[src/rtl/i2s_rx_frontend.sv]
// I2S ADC receiver: synchronises bclk/lrclk/adcdat into clk and emits one signed stereo pair per frame.
// Optional frame_err pulse output is enabled by defining I2S_FRAME_ERR_EN.
module i2s_rx_frontend #(
  parameter int width       = 24,
  parameter int sync_stages = 2,
  parameter int max_slot    = 64
) (
  input  logic                    clk,
  input  logic                    rst,
  input  logic                    i2s_bclk,
  input  logic                    i2s_lrclk,
  input  logic                    i2s_adcdat,
  output logic signed [width-1:0] sam_left,
  output logic signed [width-1:0] sam_right,
  output logic                    sam_valid
`ifdef I2S_FRAME_ERR_EN
  ,
  output logic                    frame_err
`endif
);

  localparam int CW = $clog2(max_slot + 2);
  localparam logic [CW-1:0]    CNT_SAT  = CW'(max_slot + 1);
  localparam logic [CW-1:0]    CNT_MIN  = CW'(width);
  localparam logic [CW-1:0]    CNT_MAX  = CW'(max_slot);
  localparam logic [width-1:0] MSB_MASK = {1'b1, {(width-1){1'b0}}};

  typedef enum logic [1:0] {SYNC_WAIT, LEFT, RIGHT} state_e;

  logic [sync_stages-1:0] bclk_sync_q, lr_sync_q, dat_sync_q;
  logic                   bclk_hist_q, lr_prev_q, lr_prev_d;
  state_e                 state_q, state_d;
  logic [CW-1:0]          cnt_q, cnt_d;
  logic [width-1:0]       shift_q, shift_d;
  logic [width-1:0]       hold_q, hold_d;
  logic                   left_bad_q, left_bad_d;
  logic [width-1:0]       right_q, right_d;
  logic                   commit_q, commit_d;
  logic [width-1:0]       sam_left_q, sam_left_d;
  logic [width-1:0]       sam_right_q, sam_right_d;
  logic                   sam_valid_q;

  logic             bclk_s, lr_s, dat_s, rise, boundary, slot_bad;
  logic [CW-1:0]    cnt_inc;
  logic [width-1:0] word_cur;

  assign bclk_s   = bclk_sync_q[sync_stages-1];
  assign lr_s     = lr_sync_q[sync_stages-1];
  assign dat_s    = dat_sync_q[sync_stages-1];
  assign rise     = bclk_s & ~bclk_hist_q;
  assign boundary = rise & (lr_s ^ lr_prev_q);
  assign cnt_inc  = (cnt_q == CNT_SAT) ? cnt_q : cnt_q + 1'b1;
  // Bit n of the slot lands at position width-1-n; bits past width shift the mask out entirely.
  assign word_cur = dat_s ? (shift_q | (MSB_MASK >> cnt_q)) : shift_q;
  assign slot_bad = (cnt_inc < CNT_MIN) || (cnt_inc > CNT_MAX);

  always_comb begin
    state_d     = state_q;
    lr_prev_d   = lr_prev_q;
    cnt_d       = cnt_q;
    shift_d     = shift_q;
    hold_d      = hold_q;
    left_bad_d  = left_bad_q;
    right_d     = right_q;
    commit_d    = 1'b0;
    sam_left_d  = sam_left_q;
    sam_right_d = sam_right_q;
    if (commit_q) begin
      sam_left_d  = hold_q;
      sam_right_d = right_q;
    end
    if (rise) begin
      lr_prev_d = lr_s;
      cnt_d     = cnt_inc;
      shift_d   = word_cur;
    end
    if (boundary) begin
      cnt_d   = '0;
      shift_d = '0;
      unique case (state_q)
        SYNC_WAIT: if (!lr_s) state_d = LEFT;
        LEFT: if (lr_s) begin
          hold_d     = word_cur;
          left_bad_d = slot_bad;
          state_d    = RIGHT;
        end
        RIGHT: if (!lr_s) begin
          right_d  = word_cur;
          commit_d = !(left_bad_q || slot_bad);
          state_d  = LEFT;
        end
        default: state_d = SYNC_WAIT;
      endcase
    end
  end

  always_ff @(posedge clk or negedge rst) begin
    if (!rst) begin
      bclk_sync_q <= '0;
      lr_sync_q   <= '0;
      dat_sync_q  <= '0;
      bclk_hist_q <= 1'b0;
      lr_prev_q   <= 1'b0;
      state_q     <= SYNC_WAIT;
      cnt_q       <= '0;
      shift_q     <= '0;
      hold_q      <= '0;
      left_bad_q  <= 1'b0;
      right_q     <= '0;
      commit_q    <= 1'b0;
      sam_left_q  <= '0;
      sam_right_q <= '0;
      sam_valid_q <= 1'b0;
    end else begin
      bclk_sync_q <= {bclk_sync_q[sync_stages-2:0], i2s_bclk};
      lr_sync_q   <= {lr_sync_q[sync_stages-2:0], i2s_lrclk};
      dat_sync_q  <= {dat_sync_q[sync_stages-2:0], i2s_adcdat};
      bclk_hist_q <= bclk_s;
      lr_prev_q   <= lr_prev_d;
      state_q     <= state_d;
      cnt_q       <= cnt_d;
      shift_q     <= shift_d;
      hold_q      <= hold_d;
      left_bad_q  <= left_bad_d;
      right_q     <= right_d;
      commit_q    <= commit_d;
      sam_left_q  <= sam_left_d;
      sam_right_q <= sam_right_d;
      sam_valid_q <= commit_q;
    end
  end

  assign sam_left  = sam_left_q;
  assign sam_right = sam_right_q;
  assign sam_valid = sam_valid_q;

`ifdef I2S_FRAME_ERR_EN
  logic drop_q, frame_err_q;

  // Error pulse is delayed to line up with where sam_valid would have fired.
  always_ff @(posedge clk or negedge rst) begin
    if (!rst) begin
      drop_q      <= 1'b0;
      frame_err_q <= 1'b0;
    end else begin
      drop_q      <= boundary && (state_q == RIGHT) && !lr_s && (left_bad_q || slot_bad);
      frame_err_q <= drop_q;
    end
  end

  assign frame_err = frame_err_q;
`endif

endmodule
[config.mk]
export PLATFORM = sky130hd
export DESIGN_NAME = i2s_rx_frontend
export DESIGN_NICKNAME = d
export VERILOG_FILES = /design/src/rtl/i2s_rx_frontend.sv
export SDC_FILE = /design/constraint.sdc
export NUM_CORES = 1
export LEC_CHECK = 0
export CAP_MARGIN = 0
export CELL_PAD_IN_SITES_DETAIL_PLACEMENT = 1
export CELL_PAD_IN_SITES_GLOBAL_PLACEMENT = 1
export CORE_MARGIN = 8
export CORE_UTILIZATION = 40
export CTS_BUF_LIST = sky130_fd_sc_hd__clkbuf_4 sky130_fd_sc_hd__clkbuf_8
export CTS_CLUSTER_DIAMETER = 200
export CTS_CLUSTER_SIZE = 25
export DETAILED_ROUTE_END_ITERATION = 8
export HOLD_SLACK_MARGIN = 0.12
export PLACE_DENSITY_LB_ADDON = 0.15
export SKIP_LAST_GASP = 1
export SYNTH_ARGS = -nofsm -noshare
export SYNTH_HDL_FRONTEND = slang
export SYNTH_SLANG_ARGS = --single-unit
[constraint.sdc]
create_clock -name clk -period 3.7 [get_ports clk]
set_input_delay 0.555 -clock clk [delete_from_list [all_inputs] [get_ports clk]]
set_output_delay 0.555 -clock clk [all_outputs]
set_load 0.01 [all_outputs]
=== Word level (Yosys, flattened, before mapping) ===
Cells that the tools add are included.

* $add $sub $neg: 1
* Magnitude comparators: 2
* Eq/ne operators: 5
* Shift operators: 1
* Muxes and demuxes: 12
* Bitwise logic cells: 6
* Reductions and logical operators: 9

{| class="wikitable"
|+ Operators by type and width
! cell !! count
|-
| 24-bit 2-to-1 mux || 3
|-
| 24-bit OR || 1
|-
| 24-bit by 7-bit right shift with 24-bit output, first input constant || 1
|-
| 7-bit 2-to-1 mux || 3
|-
| 3-bit AND reduction || 3
|-
| 7-bit by 1-bit adder with 7-bit output, second input constant || 1
|-
| 7-bit == test, second input constant || 1
|-
| 7-bit > comparator, second input constant || 1
|-
| 7-bit by 5-bit less-than comparator with 1-bit output, second input constant || 1
|-
| 2-bit 2-to-1 mux || 2
|-
| 2-bit inequality test, second input constant || 2
|-
| 2-bit case mux with 2 select lines || 1
|-
| 1-bit 2-to-1 mux || 3
|-
| 1-bit bitwise AND || 2
|-
| 2-bit by 1-bit == test with 1-bit output, second input constant || 1
|-
| 2-bit == test, second input constant || 1
|-
| 2-bit logical NOT || 1
|-
| 1-bit logical OR || 2
|-
| 1-bit inverter || 2
|-
| 2-bit nonzero test || 1
|-
| 2-bit OR reduction || 1
|-
| 1-bit logical NOT || 1
|-
| 1-bit bitwise XOR || 1
|}

* Register bits after elaboration: 140
* Input port bits: 5
* Output and inout bits: 49

=== Logic depth before layout (Yosys ltp) ===
Gate-level depths: netlist of the first run.

* Depth in word-level cells: 9
* Depth in mapped cells: 8
* Mapped depth without buffers: 7

=== Worst setup path after synthesis of the first run ===
Ideal clock, no wire load.

* Kind: register to register
* From: reg cnt_q[0]
* To: reg left_bad_q
* Setup time: 0.119 ns
* Arrival: 1.866 ns
* Path slack: 1.715 ns
* Cell stages (with the launch flop): 7
* Clock period less this slack: 1.985 ns
* Path through: dfrtp_1 -> ha_1 -> clkbuf_1 -> or4b_1 -> a32o_1 -> or2_0 -> o21ba_1

* Longest elaborated chain between the ends: 4

{| class="wikitable"
|+ Ends and longest elaborated chain
! item !! line !! text
|-
| from (decl) || 33 || <nowiki>logic [CW-1:0] cnt_q, cnt_d;</nowiki>
|-
| from (signal assigned) || 121 || <nowiki>cnt_q <= cnt_d;</nowiki>
|-
| 7-bit by 1-bit adder with 7-bit output or 7-bit == test (tied branches) || 52 || <nowiki>assign cnt_inc = (cnt_q == CNT_SAT) ? cnt_q : cnt_q + 1'b1;</nowiki>
|-
| 7-bit 2-to-1 mux (*) || 52 ||
|-
| 7-bit by 5-bit less-than comparator with 1-bit output or 7-bit > comparator (tied branches) || 55 || <nowiki>assign slot_bad = (cnt_inc < CNT_MIN) || (cnt_inc > CNT_MAX);</nowiki>
|-
| 1-bit logical OR (*) || 55 ||
|-
| to (signal assigned) || 124 || <nowiki>left_bad_q <= left_bad_d;</nowiki>
|-
| to (decl) || 36 || <nowiki>logic left_bad_q, left_bad_d;</nowiki>
|}

Every way passes the cells marked *; elsewhere a longest branch is shown, timed or not.
A chain may end at the register's enable or synchronous reset.

=== Worst setup path in the final report of the first run ===
* From: reg bclk_hist_q
* To: reg hold_q[15]

* Longest elaborated chain between the ends: 4

{| class="wikitable"
|+ Ends and longest elaborated chain
! item !! line !! text
|-
| from (decl) || 31 || <nowiki>logic bclk_hist_q, lr_prev_q, lr_prev_d;</nowiki>
|-
| from (signal assigned) || 118 || <nowiki>bclk_hist_q <= bclk_s;</nowiki>
|-
| 1-bit inverter || 50 || <nowiki>assign rise = bclk_s & ~bclk_hist_q;</nowiki>
|-
| 1-bit bitwise AND || 50 ||
|-
| 1-bit bitwise AND || 51 || <nowiki>assign boundary = rise & (lr_s ^ lr_prev_q);</nowiki>
|-
| 3-bit AND reduction (no source line) || -- ||
|-
| to (signal assigned) || 123 || <nowiki>hold_q <= hold_d;</nowiki>
|-
| to (decl) || 35 || <nowiki>logic [width-1:0] hold_q, hold_d;</nowiki>
|}

Every way passes these cells.

==> results of run 1 <==
## state kept, by name, indices dropped and copies added, names as in the netlist, 2 cells and up
name / count
cnt_q: 7
hold_q: 24
bclk_sync_q: 2
sam_right: 24
shift_q: 24
dat_sync_q: 2
right_q: 24
state_q: 2
sam_left: 24
lr_sync_q: 2
## critical path: stages, from the launching register on
cell and delay [ns]:
dfrtp_1 0.38, nand2b_1 0.14, buf_4 0.24, nor4b_2 0.39, nand2_1 0.49, buf_4 0.39
nand2_1 0.10, o21ai_0 0.09
## cell usage after synthesis (all sizes together), types with 4 or more instances
| library cell | count |
|---|---|
| nand2 | 86 |
| a21oi | 54 |
| nand4 | 4 |
| nand3 | 6 |
| o21ai | 60 |
| nand2b | 4 |
| clkbuf | 23 |
| nor3 | 6 |
| mux2 | 48 |
| buf | 10 |
| dfrtp | 140 |
| nor2 | 7 |
## power breakdown
| group | total, mW | switching (mW) | leakage (nW) | internal (mW) |
|---|---|---|---|---|
| logic | 0.209 | 0.145 | 0.765 | 0.0645 |
| clock network | 1.21 | 0.592 | 0.197 | 0.619 |
| registers | 1.64 | 0.0648 | 1.93 | 1.58 |
| total | 3.06 | 0.801 | 2.89 | 2.26 |
## worst paths after layout
| path | startpoint | to | slack, ns |
|---|---|---|---|
| min reg2reg | dat_sync_q[0]$_DFF_PN0_ | dat_sync_q[1]$_DFF_PN0_ | 0.35 |
| max | bclk_hist_q$_DFF_PN0_ | hold_q[15]$_DFFE_PN0P_ | 1.33 |
| max reg2reg | bclk_hist_q$_DFF_PN0_ | hold_q[15]$_DFFE_PN0P_ | 1.33 |
| max in group asynchronous | rst | sam_left[20]$_DFFE_PN0P_ | 2.55 |
| min | rst | cnt_q[4]$_DFFE_PN0P_ | 0.25 |
| min in group clk | dat_sync_q[0]$_DFF_PN0_ | dat_sync_q[1]$_DFF_PN0_ | 0.35 |
## layout make-up
type                    instances  share of cell area (%)
well taps                     180                    3.42
clock inverters                 9                    1.31
repair buffers                 58                    8.65
clock buffers                  22                    4.60
multi-input cells             310                    28.6
inverters                       3                   0.171
flip-flops and latches        140                    53.3
## logic make-up after synthesis
group / after synthesis
DFF: 140
and+or+nand+nor: 128
AOI/OAI and AO/OA: 127
muxes: 49
buffers and inverters: 36
xor gates and xnor gates: 4
adders and majority gates: 2
## layer usage
layer | GRT usage [%] | vias up | share of wire (%)
met4 | 5.18 | 0 | 1.2
met1 | 19.2 | 1893 | 47
li1 | - | 1768 | -
met2 | 23.8 | 60 | 48
met5 | 0 | - | 0
met3 | 4.49 | 16 | 4.1
## per-stage QoR
step / util, % / std cells / setup WS [ns] / total power, mW / hold WS [ns]
5_1_grt: 48.0 / 722 / 1.08 / 3.20 / 0.350
2_1_floorplan: - / 486 / 1.71 / 1.80 / 0.259
4_1_cts: 48.0 / 722 / 1.29 / 3.11 / 0.331
3_5_place_dp: 45.1 / 691 / 1.33 / 1.89 / 0.336
3_3_place_gp: 45.1 / 691 / 1.44 / 1.87 / 0.334
6_report: 48.0 / 722 / 1.33 / 3.06 / 0.249
==> results.md, run 1 <==
- # port buffers: 53
- Synth top area share: 63.1%
- Fin area: 6580 um2
- Tightest Hold Check Type: in2async
- Final min period: 2.37 ns
- Final hold violations: 0
- Unrepaired setup endpoints after global routing: false
- CTS Buf Count: 17
- XOR/XNOR share of the synthesized area: 0.631%
- Post-DP HPWL: 8330 um
- Max H-tree Level: 4
- PostCTS Resize Cnt: 0
- Simple-gate share of the synthesized area: 10.6%
- Die Y: 134 um
- Status: complete, no violations
- Synth Area in Adders: 0.451%
- Synth cell types: 44
- Maximum clock rate: 422 MHz
- WP data arrival: 2.67 ns
- TNS Setup: 0 ns
- #FFs+latches synth: 140
- CP endpoint kind: flop
- Crit path max fanout: 32
- Detailed-router iteration count before antenna repair: 4
- Worst slew margin: 24.5%
- First-pass GRT wire length: 21500 um
- R2r worst-path depth: 7
- TritonCTS Sinks: 140
- Net count after synthesis: 493
- Startpoint Class: flop
- Post-route ant nets: 0
- Top cells by area, synth: dfrtp_1, mux2_2, nand2_1
- Largest area contributor in the netlist: dfrtp_1
- Largest net degree at the start of global routing: 122
- Vias in the first global route: 4159
- Diode count: 0
- Starting density of the core: 40.4%
- Via count: 3737
- VDD IR max: 0.220 mV
- CTS tree: built
- Final-stage net count: 537
- Worst-case clock buffer depth: 2
- Post-synth EDFFs: 0
- Clock transition at path regs: 0.08 ns
- Final count of pins violating max slew: 0
- Number of remaining DRC errors: 0
- Setup Buffers After CTS: 0
- # fillers: 1472
- Hold_buf cts: 0
- Grt ovf: 0
- Top Ports: 54
- Compound-Gate Fraction of Synth Area: 12.3%
- Most used DFF post-synth: dfrtp_1
- Asr flop ratio synth: 100%
- Layout cells sized above 1: 16.6%
- Die Wd: 134 um
- PD cells: 466 nW/um2
- Pleak: 2.89 nW
- WL final: 12700 um
- Sequential-to-total area share from yosys stat: 63.1%
- Root Driver: clkbuf_8
- Routed len/inst: 17.5 um
- WS Path Type: reg2reg
- Worst endpoint required time: 4.00 ns
- Initial antenna violation count: 0
- Tightest Pin Transition: 1.13 ns
- Area of the multi-input gates: 1880 um2
- Synth warnings: 0
- Commonest non-fill, non-tap cell in the layout: dfrtp_1
- Gr usage total: 15.0%
- Number of max-cap violations: 0
- Post-DP Area: 6190 um2
- Post-synthesis mux area share: 9.92%
- Most frequent cells in the layout: dfrtp_1, nand2_1, o21ai_0, a21oi_1, clkdlybuf4s50_1
- Finish-stage setup viols: 0
- FF+latch area: 3500 um2
- DRT iter0 DRCs: 169
- Vias per cell: 5.18
- Final period utilization: 64.1%
- Cells after Synth: 486
- Die area: 17900 um2
- Clock skew: 0.0116 ns
- Core Box Area: 13700 um2
- Area Growth Syn to Fin: 18.6%
- Cell Rows: 43
- Gpl congestion: 0.741
- Largest family of logic cells by synthesized area: compound AO/OA/AOI/OAI gates
- Syn_area_per_cell: 11.4 um2
- Synthesized area: 5550 um2
- Clock Latency Late Sink: 0.44 ns
Note: power is estimated with default switching activity, not from simulation.
==> run 2: changes to the inputs <==
==> constraint.sdc (replaced) <==
create_clock -name clk -period 2.4 [get_ports clk]
set_input_delay 0.36 -clock clk [delete_from_list [all_inputs] [get_ports clk]]
set_output_delay 0.36 -clock clk [all_outputs]
set_load 0.01 [all_outputs]
==> run 2 against run 1 <==
Wire length up 1.1%. Flip-flop and latch count is the same. Register-to-register slack got worse by 1.1 ns. Sequential share of layout area fell by 1.2 points. Utilization grew 1.1 points. Power rose by 55%. Clock-buffer cell count rose by 1. Global-route usage increased by 0.55 points. Critical path type unchanged. Critical endpoint is now left_bad_q$_DFFE_PN0P_. Largest cell class unchanged.
==> results.md, run 2 (synthesis results as in run 1) <==
- CTS Buf Count: 17
- # port buffers: 53
- Clock power frac: 38.7%
- Pleak: 2.98 nW
- Largest net degree at the start of global routing: 51
- Die area: 17900 um2
- Cells along the critical path: ha_1 -> nand2_1 -> or3_1 -> a32o_1 -> or2_0 -> o21ba_1
- Delay-heaviest family, CP: simple AND/OR/NAND/NOR gates
- Worst slew margin: 60.6%
- Pint: 3.55 mW
- TritonCTS Sinks: 140
- Status: complete, no violations
- TNS Setup: 0 ns
- Number of max-cap violations: 0
- WL final: 12800 um
- Die Y: 134 um
- Via count: 3831
- Tightest Pin Transition: 0.586 ns
- Diode count: 0
- Final count of pins violating max slew: 0
- Routed len/inst: 17.3 um
- Final-stage net count: 553
- CTS tree: built
- Detailed-router iteration count before antenna repair: 5
- Final non-filler cell total: 739
- Critical path's slowest cell: dfrtp_1
- Final min period: 2.21 ns
- Area Growth Syn to Fin: 21.3%
- Most frequent cells in the layout: dfrtp_1, nand2_1, o21ai_0, a21oi_1, clkdlybuf4s50_1
- Gpl congestion: 0.821
- Crit path max fanout: 9
- Vias per cell: 5.18
- Placed Cells: 706
- Layout cells sized above 1: 19.0%
- Post-DP HPWL: 8770 um
- Grt ovf: 0
- First-pass GRT wire length: 22200 um
- Tightest Hold Check Type: reg2reg
- Fin area: 6730 um2
- WS Path Type: reg2reg
- Root Driver: clkbuf_8
- Final hold violations: 0
- Post-route ant nets: 0
- VDD IR max: 0.373 mV
- Clock transition at path regs: 0.07 ns
- Fin worst setup slack: 0.194 ns
- Fin util: 49.1%
- Startpoint Class: flop
- Top Ports: 54
- Number of remaining DRC errors: 0
- Worst endpoint required time: 2.73 ns
- Buf/Inv on CP: 0
- Maximum clock rate: 453 MHz
- PD cells: 707 nW/um2
- Max H-tree Level: 4
- Unrepaired setup endpoints after global routing: false
- Initial antenna violation count: 0
- Commonest non-fill, non-tap cell in the layout: dfrtp_1
- Switch Pwr: 1.21 mW
- CP endpoint kind: flop
- Starting density of the core: 40.4%
- Post-DP Area: 6330 um2
- Flop pwr share: 52.8%
- Clock skew: 0.0111 ns
- Gr usage total: 15.6%
- Sw Share: 25.4%
- CP peak stage delay: 0.52 ns
- Clock Latency Late Sink: 0.44 ns
- Final period utilization: 91.9%
- Worst-case clock buffer depth: 2
- Cell Rows: 43
- DRT iter0 DRCs: 149
- Die Wd: 134 um
- Core Box Area: 13700 um2
- Setup Buffers After CTS: 0
- Vias in the first global route: 4255
- WP data arrival: 2.54 ns
- Pre-CTS setup slack: 0.206 ns
- Finish-stage setup viols: 0
- Logic pwr share: 8.5%
-- run 2: cell type report --
class | count | area, um2
clock buffer | 23 | 310
fill | 1503 | 6990
timing repair buffer | 74 | 717
inverter | 3 | 11.3
sequential | 140 | 3500
multi-input combinational | 310 | 1880
tap | 180 | 225
clock inverter | 9 | 83.8
-- run 2: worst paths after layout --
kind / cells past startpoint / startpoint / to / slack [ns]
setup / recovery: 6 / cnt_q[1]$_DFFE_PN0P_ / left_bad_q$_DFFE_PN0P_ / 0.19
hold / removal: 0 / dat_sync_q[0]$_DFF_PN0_ / dat_sync_q[1]$_DFF_PN0_ / 0.35
setup reg to reg: 6 / cnt_q[1]$_DFFE_PN0P_ / left_bad_q$_DFFE_PN0P_ / 0.19
hold reg to reg: 0 / dat_sync_q[0]$_DFF_PN0_ / dat_sync_q[1]$_DFF_PN0_ / 0.35
max in group asynchronous: 3 / rst / shift_q[14]$_DFFE_PN0P_ / 1.32
min in group asynchronous: 2 / rst / sam_left[5]$_DFFE_PN0P_ / 0.43
-- run 2: through the flow --
stage	power, mW	hold WS [ns]
detailed placement	2.96	0.340
CTS	4.84	0.323
global route	5.00	0.322
finish	4.76	0.353
floorplan	2.77	0.0644
global placement	2.94	0.333
-- run 2: worst reg2reg max path: stages, from the launching register on --
cell     delay (ns)
dfrtp_1        0.52
ha_1           0.41
nand2_1        0.18
or3_1          0.35
a32o_1         0.24
or2_0          0.23
o21ba_1        0.17
-- run 2: what timing repair did --
item / in CTS / in global routing
hold buffers: 1 / 0
gates resized for setup: 0 / 0
hold endpoints to repair: 46 / 0
-- run 2: power by group through the flow --
stage,Sequential [mW],Combinational [mW],Clock [mW]
2_1_floorplan,2.52,0.248,0
3_3_place_gp,2.55,0.388,0
3_5_place_dp,2.56,0.404,0
4_1_cts,2.51,0.412,1.92
5_1_grt,2.53,0.457,2.02
6_report,2.51,0.404,1.84
-- run 2: metal layers --
| layer | global-route usage, % | up-vias | wire (um) |
|---|---|---|---|
| met5 | 0 | - | 0 |
| met4 | 6.49 | 0 | 238 |
| met3 | 4.26 | 18 | 562 |
| met2 | 24.8 | 64 | 6230 |
| met1 | 19.6 | 1947 | 5760 |
| li1 | - | 1802 | - |
